===== src/rtl/filter_pass_sequencer.sv =====
// filter_pass_sequencer: steps through up to four filter stages. For each stage selected
// in the latched mask it enables the stage, muxes the stage's memory requests onto the
// shared SRAM port, waits for the stage's done handshake, then moves on.
//
// Optional macro FILTER_PASS_SEQUENCER_WATCHDOG_EN adds a per-stage RUN watchdog
// (WATCHDOG_CYCLES unpaused cycles) that aborts to DONE and raises a sticky error.
//
// Ports:
//   clk_div_by_two   in   sole clock, rising edge
//   reset            in   synchronous active-high reset (beats pause and start)
//   pause            in   global freeze; also masks mem_wren
//   start            in   level request; dropping it aborts a running sequence
//   stage_mask[3:0]  in   stages to run, latched when the sequence starts
//   stage_done[3:0]  in   per-stage done levels
//   stage_wren/address/data_write   in   per-stage memory requests (4 x 1/18/32)
//   stage_enable[3:0] out one-hot (or zero) stage enable
//   mem_wren/address/data_write     out  shared SRAM port
//   busy, all_done, current_stage[1:0], error  out  status
module filter_pass_sequencer #(
    parameter int unsigned WATCHDOG_CYCLES = 262144
) (
    input  logic         clk_div_by_two,
    input  logic         reset,
    input  logic         pause,
    input  logic         start,
    input  logic [3:0]   stage_mask,
    input  logic [3:0]   stage_done,
    input  logic [3:0]   stage_wren,
    input  logic [71:0]  stage_address,
    input  logic [127:0] stage_data_write,
    output logic [3:0]   stage_enable,
    output logic         mem_wren,
    output logic [17:0]  mem_address,
    output logic [31:0]  mem_data_write,
    output logic         busy,
    output logic         all_done,
    output logic [1:0]   current_stage,
    output logic         error
);

    typedef enum logic [2:0] {StIdle, StSelect, StRun, StRelease, StDone} state_e;

    state_e      state_q, state_d;
    logic [2:0]  idx_q, idx_d;
    logic [3:0]  mask_q, mask_d;
    logic [1:0]  sel;
    logic        sel_done;
    logic        wd_expire;

    assign sel      = idx_q[1:0];
    assign sel_done = stage_done[sel];

`ifdef FILTER_PASS_SEQUENCER_WATCHDOG_EN
    localparam int unsigned WdW = $clog2(WATCHDOG_CYCLES + 1);

    logic [WdW-1:0] wd_q, wd_d;
    logic           err_q, err_d;

    // wd_q counts completed RUN cycles, so this fires on the WATCHDOG_CYCLES-th one.
    assign wd_expire = (wd_q == WdW'(WATCHDOG_CYCLES - 1));
    assign error     = err_q;
`else
    assign wd_expire = 1'b0;
    assign error     = 1'b0;
`endif

    // Next-state logic; pause holds every register.
    always_comb begin
        state_d = state_q;
        idx_d   = idx_q;
        mask_d  = mask_q;
`ifdef FILTER_PASS_SEQUENCER_WATCHDOG_EN
        wd_d    = wd_q;
        err_d   = err_q;
`endif
        if (!pause) begin
            unique case (state_q)
                StIdle: begin
                    if (start) begin
                        mask_d  = stage_mask;
                        idx_d   = 3'd0;
                        state_d = StSelect;
`ifdef FILTER_PASS_SEQUENCER_WATCHDOG_EN
                        err_d   = 1'b0;
`endif
                    end
                end
                StSelect: begin
                    if (!start) begin
                        state_d = StIdle;
                    end else if (idx_q[2]) begin
                        state_d = StDone;
                    end else if (mask_q[sel]) begin
                        state_d = StRun;
`ifdef FILTER_PASS_SEQUENCER_WATCHDOG_EN
                        wd_d    = '0;
`endif
                    end else begin
                        idx_d = idx_q + 3'd1;
                        // Skipping the last stage finishes directly, so an empty mask
                        // costs exactly one cycle per stage.
                        if (sel == 2'd3) begin
                            state_d = StDone;
                        end
                    end
                end
                StRun: begin
                    if (!start) begin
                        state_d = StIdle;
                    end else if (sel_done) begin
                        state_d = StRelease;
                    end else if (wd_expire) begin
                        state_d = StDone;
`ifdef FILTER_PASS_SEQUENCER_WATCHDOG_EN
                        err_d   = 1'b1;
`endif
                    end else begin
`ifdef FILTER_PASS_SEQUENCER_WATCHDOG_EN
                        wd_d = wd_q + 1'b1;
`endif
                    end
                end
                StRelease: begin
                    if (!start) begin
                        state_d = StIdle;
                    end else if (!sel_done) begin
                        idx_d   = idx_q + 3'd1;
                        state_d = StSelect;
                    end
                end
                StDone: begin
                    if (!start) begin
                        state_d = StIdle;
                    end
                end
                default: state_d = StIdle;
            endcase
        end
    end

    always_ff @(posedge clk_div_by_two) begin
        if (reset) begin
            state_q <= StIdle;
            idx_q   <= 3'd0;
            mask_q  <= 4'd0;
`ifdef FILTER_PASS_SEQUENCER_WATCHDOG_EN
            wd_q    <= '0;
            err_q   <= 1'b0;
`endif
        end else begin
            state_q <= state_d;
            idx_q   <= idx_d;
            mask_q  <= mask_d;
`ifdef FILTER_PASS_SEQUENCER_WATCHDOG_EN
            wd_q    <= wd_d;
            err_q   <= err_d;
`endif
        end
    end

    // Outputs decode the registered state; the memory path is a zero-latency mux.
    always_comb begin
        stage_enable   = 4'd0;
        mem_wren       = 1'b0;
        mem_address    = 18'd0;
        mem_data_write = 32'd0;
        if (state_q == StRun) begin
            stage_enable[sel] = 1'b1;
            mem_wren          = stage_wren[sel] & ~pause;
            mem_address       = stage_address[sel*18 +: 18];
            mem_data_write    = stage_data_write[sel*32 +: 32];
        end
        busy          = (state_q == StSelect) || (state_q == StRun) || (state_q == StRelease);
        all_done      = (state_q == StDone);
        current_stage = (state_q == StIdle) ? 2'd0 : sel;
    end

endmodule


===== config.mk =====
export PLATFORM = sky130hd
export DESIGN_NAME = filter_pass_sequencer
export DESIGN_NICKNAME = d
export VERILOG_FILES = /design/src/rtl/filter_pass_sequencer.sv
export SDC_FILE = /design/constraint.sdc
export NUM_CORES = 1
export LEC_CHECK = 0
export CAP_MARGIN = 15
export CELL_PAD_IN_SITES_DETAIL_PLACEMENT = 0
export CELL_PAD_IN_SITES_GLOBAL_PLACEMENT = 2
export CORE_ASPECT_RATIO = 0.6
export CORE_UTILIZATION = 13
export CTS_BUF_LIST = sky130_fd_sc_hd__clkbuf_4
export DETAILED_ROUTE_END_ITERATION = 8
export PLACE_DENSITY_LB_ADDON = 0.1
export SYNTH_ARGS = -nofsm -noshare
export SYNTH_HDL_FRONTEND = slang
export SYNTH_SLANG_ARGS = --single-unit

===== constraint.sdc =====
create_clock -name clk_div_by_two -period 2.71 [get_ports clk_div_by_two]
set_clock_uncertainty 0.1 [all_clocks]
set_input_delay 0.813 -clock clk_div_by_two [delete_from_list [all_inputs] [get_ports clk_div_by_two]]
set_output_delay 0.813 -clock clk_div_by_two [all_outputs]
set_load 0.005 [all_outputs]

## After elaboration in Yosys (flattened, before gate mapping)

Cells that the tools add are included.

| operators by class | value |
|---|---|
| eq/ne operators | 15 |
| magnitude comparators | 2 |
| $add $sub $neg | 1 |
| reductions and logical operators | 9 |
| bitwise operators | 2 |
| multiply operators | 1 |
| muxes and demuxes | 31 |
| shift operators | 2 |

Operators by type and width:

| cell | number |
|---|---|
| $shiftx 128x8->32 | 1 |
| $shiftx 72x8->18 | 1 |
| $mux 3 | 16 |
| $mux 32 | 1 |
| $mux 18 | 1 |
| $pmux 3 s5 | 1 |
| $ne 2x2->1 const B | 7 |
| $reduce_and 6->1 | 2 |
| $pmux 3 s3 | 1 |
| $reduce_and 8->1 | 1 |
| $bmux 1 s2 | 3 |
| $eq 3x2->1 const B | 2 |
| $mul 2x4->6 const B | 1 |
| $ne 3x3->1 const B | 2 |
| $mux 1 | 5 |
| $ne 5x5->1 const B | 1 |
| $mux 4 | 1 |
| $add 3x1->3 const B | 1 |
| $eq 3x1->1 const B | 1 |
| $eq 3x3->1 const B | 1 |
| $logic_not 3->1 | 1 |
| $lt 2x3->1 const B | 1 |
| $reduce_and 3->1 | 1 |
| $reduce_bool 3->1 | 1 |
| other kinds (8) | 9 |

| word-level totals | value |
|---|---|
| input bits | 216 |
| output and inout bits | 60 |
| flip-flop bits (word level) | 10 |

## Depth between registers and ports, before layout

| logic depth | value |
|---|---|
| depth after elaboration | 6 |
| mapped depth | 7 |

## Least setup slack after synthesis

OpenSTA, ideal clock, no wires.

| timing | value |
|---|---|
| kind | register -> output |
| start | reg idx_q[0] |
| end | out mem_address[0] |
| arrival | 1.650 ns |
| cell stages (with the launch flop) | 6 |
| data required time | 1.797 ns |
| path buffers | 3 |
| setup slack | 0.147 ns |
| cells stage by stage | dfxtp_1 buf_6 buf_2 buf_2 mux4_2 nor2b_1 |

| on the way | value |
|---|---|
| cells in the longest elaborated chain, start to end | 3 |

RTL lines:

| what | RTL line | source |
|---|---|---|
| start: declaration | 44 | `logic [2:0] idx_q, idx_d;` |
| start signal: assignment | 152 | `idx_q <= idx_d;` |
| $mul 2x4->6 | 170 | `mem_address = stage_address[sel*18 +: 18];` |
| $shiftx 72x8->18 | 170 |  |
| $mux 18 | 167 | `if (state_q == StRun) begin` |
| end: declaration | 33 | `output logic [17:0] mem_address,` |

No other way between the ends.

## Final worst setup path

| timing | value |
|---|---|
| start | in stage_data_write[77] |
| end | out mem_data_write[13] |

| on the way | value |
|---|---|
| cells in the longest elaborated chain, start to end | 2 |

RTL lines:

| what | RTL line | source |
|---|---|---|
| start: declaration | 30 | `input logic [127:0] stage_data_write,` |
| $shiftx 128x8->32 | 171 | `mem_data_write = stage_data_write[sel*32 +: 32];` |
| $mux 32 | 167 |  |
| end: declaration | 34 | `output logic [31:0] mem_data_write,` |

No other way between the ends.

==> results.md <==
- Status: complete, no violations
- Worst Hold Slack: around 0.4 ns
- Max incr delay on CP: roughly 0.46 ns
- First-pass GRT wire length: between 15 and 20 mm
- Post-synth EDFFs: 0
- Achievable frequency: about 0.37 GHz
- Vias in the first global route: ~3200
- Root Buffer: clkbuf_4
- Layout cell share with drive strength beyond 1: 0.315
- GPL Wtd Cong: around 0.80
- Seq/Total Area, Yosys: 0.0866
- Minimum clock period: approximately 2.7 ns
- Max Slew Vio Count: 0
- RSZ-0062 raised after global routing: yes
- Crit-path slowest cell: mux4_2
- Leakage: 2.43 nW
- Inserted Clock Buffers: 3
- Initial Util: 0.134
- Mean Syn Cell Area: 10.5 µm²
- R2R depth: 7
- Latest clock arrival within the worst-skew pair: about 0.26 ns
- Initial antenna violation count: 5
- Distinct cell type count of the synthesized netlist: 35
- Hold Crit Start: mask_q[0]
- DR vias: between 2000 and 3000
- Maximum fanout along the worst path: 1
- Net count after synthesis: ~440
- Iteration-0 DRC count of the detailed router: 58
- CTS sink count: 10
- Register-to-register setup slack: between 0.4 and 0.5 ns
- Worst hold path type: reg2reg
- Vias/cell: just over 4
- Final hold vios: 0
- Setup crit end kind: output pin
- Top_reg_cell synth: dfxtp_1
- FF-to-FF Start: idx_q[0]
- Largest delay share family, worst path: multiplexers
- Final worst slack: between 0.009 and 0.01 ns
- Largest net degree at the start of global routing: 33
- CP Cell Sequence: dlygate4sd2_1 > mux4_2 > nor2b_4 > buf_2
- Reg-to-reg endpoint: state_q[1]
- Maximum vdd drop: around 0.000079 V
- # setup viols final: 0
- Antenna Nets Post-Route: 0
- CTS tree: built
- Chip height: between 100 and 150 µm
- Ys Warns: 0
- Hold path cells: 2
- DR DRC count: 0
- I/O pin total: around 280
- Total core area: 0.0173 mm²
- Reg clk slew, reported paths: about 0.060 ns
- TNS Setup: 0 ns
- Max-cap violations: 0
- Global route overflow: 0
- Synth-to-Final Area Change: 132%
- Worst endpoint required time: approximately 1.8 ns
- Final period util: 0.996
- Power per cell area: ~130 mW/mm²
- Tot Pwr: 685 µW
- Kind of critical path: in2out
- Hpwl dp: roughly 11 mm
- Worst Hold Path EP: mask_q[0]
- Fin nets: about 730
- Number of detailed-route iterations in the first pass: 4
- Post-synth ARST share: 0
- Final Util: 0.310
- Post-Syn Area: around 0.0023 mm²
- Commonest non-fill, non-tap cell in the layout: dlygate4sd2_1
- Pre-CTS setup slack: -0.612 ns
- Routed WL per cell: around 17 µm
- GRT Util Overall: 0.134
- Post-synthesis register bit count: 10
- Startpoint class of the critical path: input port
- Die area: ~0.018 mm²
- WP data arrival: 1.79 ns
- Routed Wire Length: about 13 mm
- Row count: 37
- CTS HTree Levels: 1
- Die Wd: roughly 170 µm
- Longest Clk Path Bufs: 2
- Most frequent cells in the layout: dlygate4sd2_1, mux4_2, buf_2
- I/O Buffers: roughly 270
- Syn Inst Count: roughly 220
- Worst Path Buf+Inv: 2
==> synthesized netlist by cell type (2+ instances only) <==
library cell | n | area share
a31oi_1 | 2 | 0.0054
dfxtp_1 | 10 | 0.087
buf_2 | 7 | 0.015
inv_1 | 7 | 0.011
ha_1 | 4 | 0.022
nor3_1 | 4 | 0.0087
a21oi_1 | 5 | 0.011
nand2b_1 | 7 | 0.019
nor2b_1 | 55 | 0.15
or3_1 | 3 | 0.0081
nand2_1 | 8 | 0.013
mux4_2 | 51 | 0.50
nor2_1 | 14 | 0.023
clkbuf_1 | 13 | 0.021
nand3_1 | 2 | 0.0043
mux2i_1 | 10 | 0.043
==> worst min-delay path: stages (launching register included) <==
cell,delay (ns)
dfxtp_1,0.33
mux2i_1,0.07
nor2_1,0.07
==> layer usage <==
layer	GRT usage	part of all wire
met3	0.0422	0.087
met5	0	0.0010
met1	0.148	0.39
met4	0.0132	0.0024
met2	0.257	0.52
==> cells by family (layout without fill, tap and decap cells) <==
| logic type | count (synthesis) | after routing | share of synthesized area |
|---|---|---|---|
| simple gates | 99 | 99 | 0.244 |
| compound gates | 16 | 16 | 0.0482 |
| other cells | 1 | 5 | 0.00162 |
| mux | 61 | 61 | 0.540 |
| buf+inv | 30 | 313 | 0.0574 |
| fa+ha+maj | 4 | 4 | 0.0217 |
| flops | 10 | 10 | 0.0866 |
==> what timing repair did <==
action | in CTS | in global routing
resized for setup | 429 | 34
hold buffers | 0 | 0
pin swaps | 1 | 2
setup endpoints to repair | 56 | 25
buffers inserted | 3 | 1
gates cloned | 1 | 0
==> state kept, by name (all words and copies together) (netlist names) <==
signal and count:
state_q 3, idx_q 3, mask_q 4
==> metrics by stage <==
step	instances	cell area, µm²
after CTS	737	5210
after detailed placement	729	5510
after global placement	729	5510
after global routing	740	5350
after floorplan	221	2310
final	742	5360
==> worst max-delay path by stage <==
stage	start	to	slack [ns]	cells after the start
final	stage_data_write[77]	mem_data_write[13]	0.01	4
after global routing	idx_q[0]	mem_data_write[17]	-0.03	5
after CTS	stage_address[37]	mem_address[1]	-0.14	4
after detailed placement	stage_wren[0]	mem_wren	-0.61	5
after global placement	stage_wren[0]	mem_wren	-0.67	5
after floorplan	idx_q[0]	mem_address[0]	0.15	5
==> area by class of cell <==
cell class | count | area (µm²)
clock buffer | 3 | 22.5
fill | 1882 | 11900
clock inverter | 1 | 3.75
antenna | 4 | 10.0
multi-input combinational | 181 | 2130
sequential | 10 | 205
timing repair buffer | 302 | 2670
inverter | 7 | 26.3
tap | 234 | 293
==> report_power, final <==
part	switching [mW]	internal (mW)	leakage, nW
Combinational	0.114	0.309	2.33
Clock	0.0522	0.0531	0.0154
Sequential	0.00377	0.152	0.0825
Power figures use the tool's default switching activity.
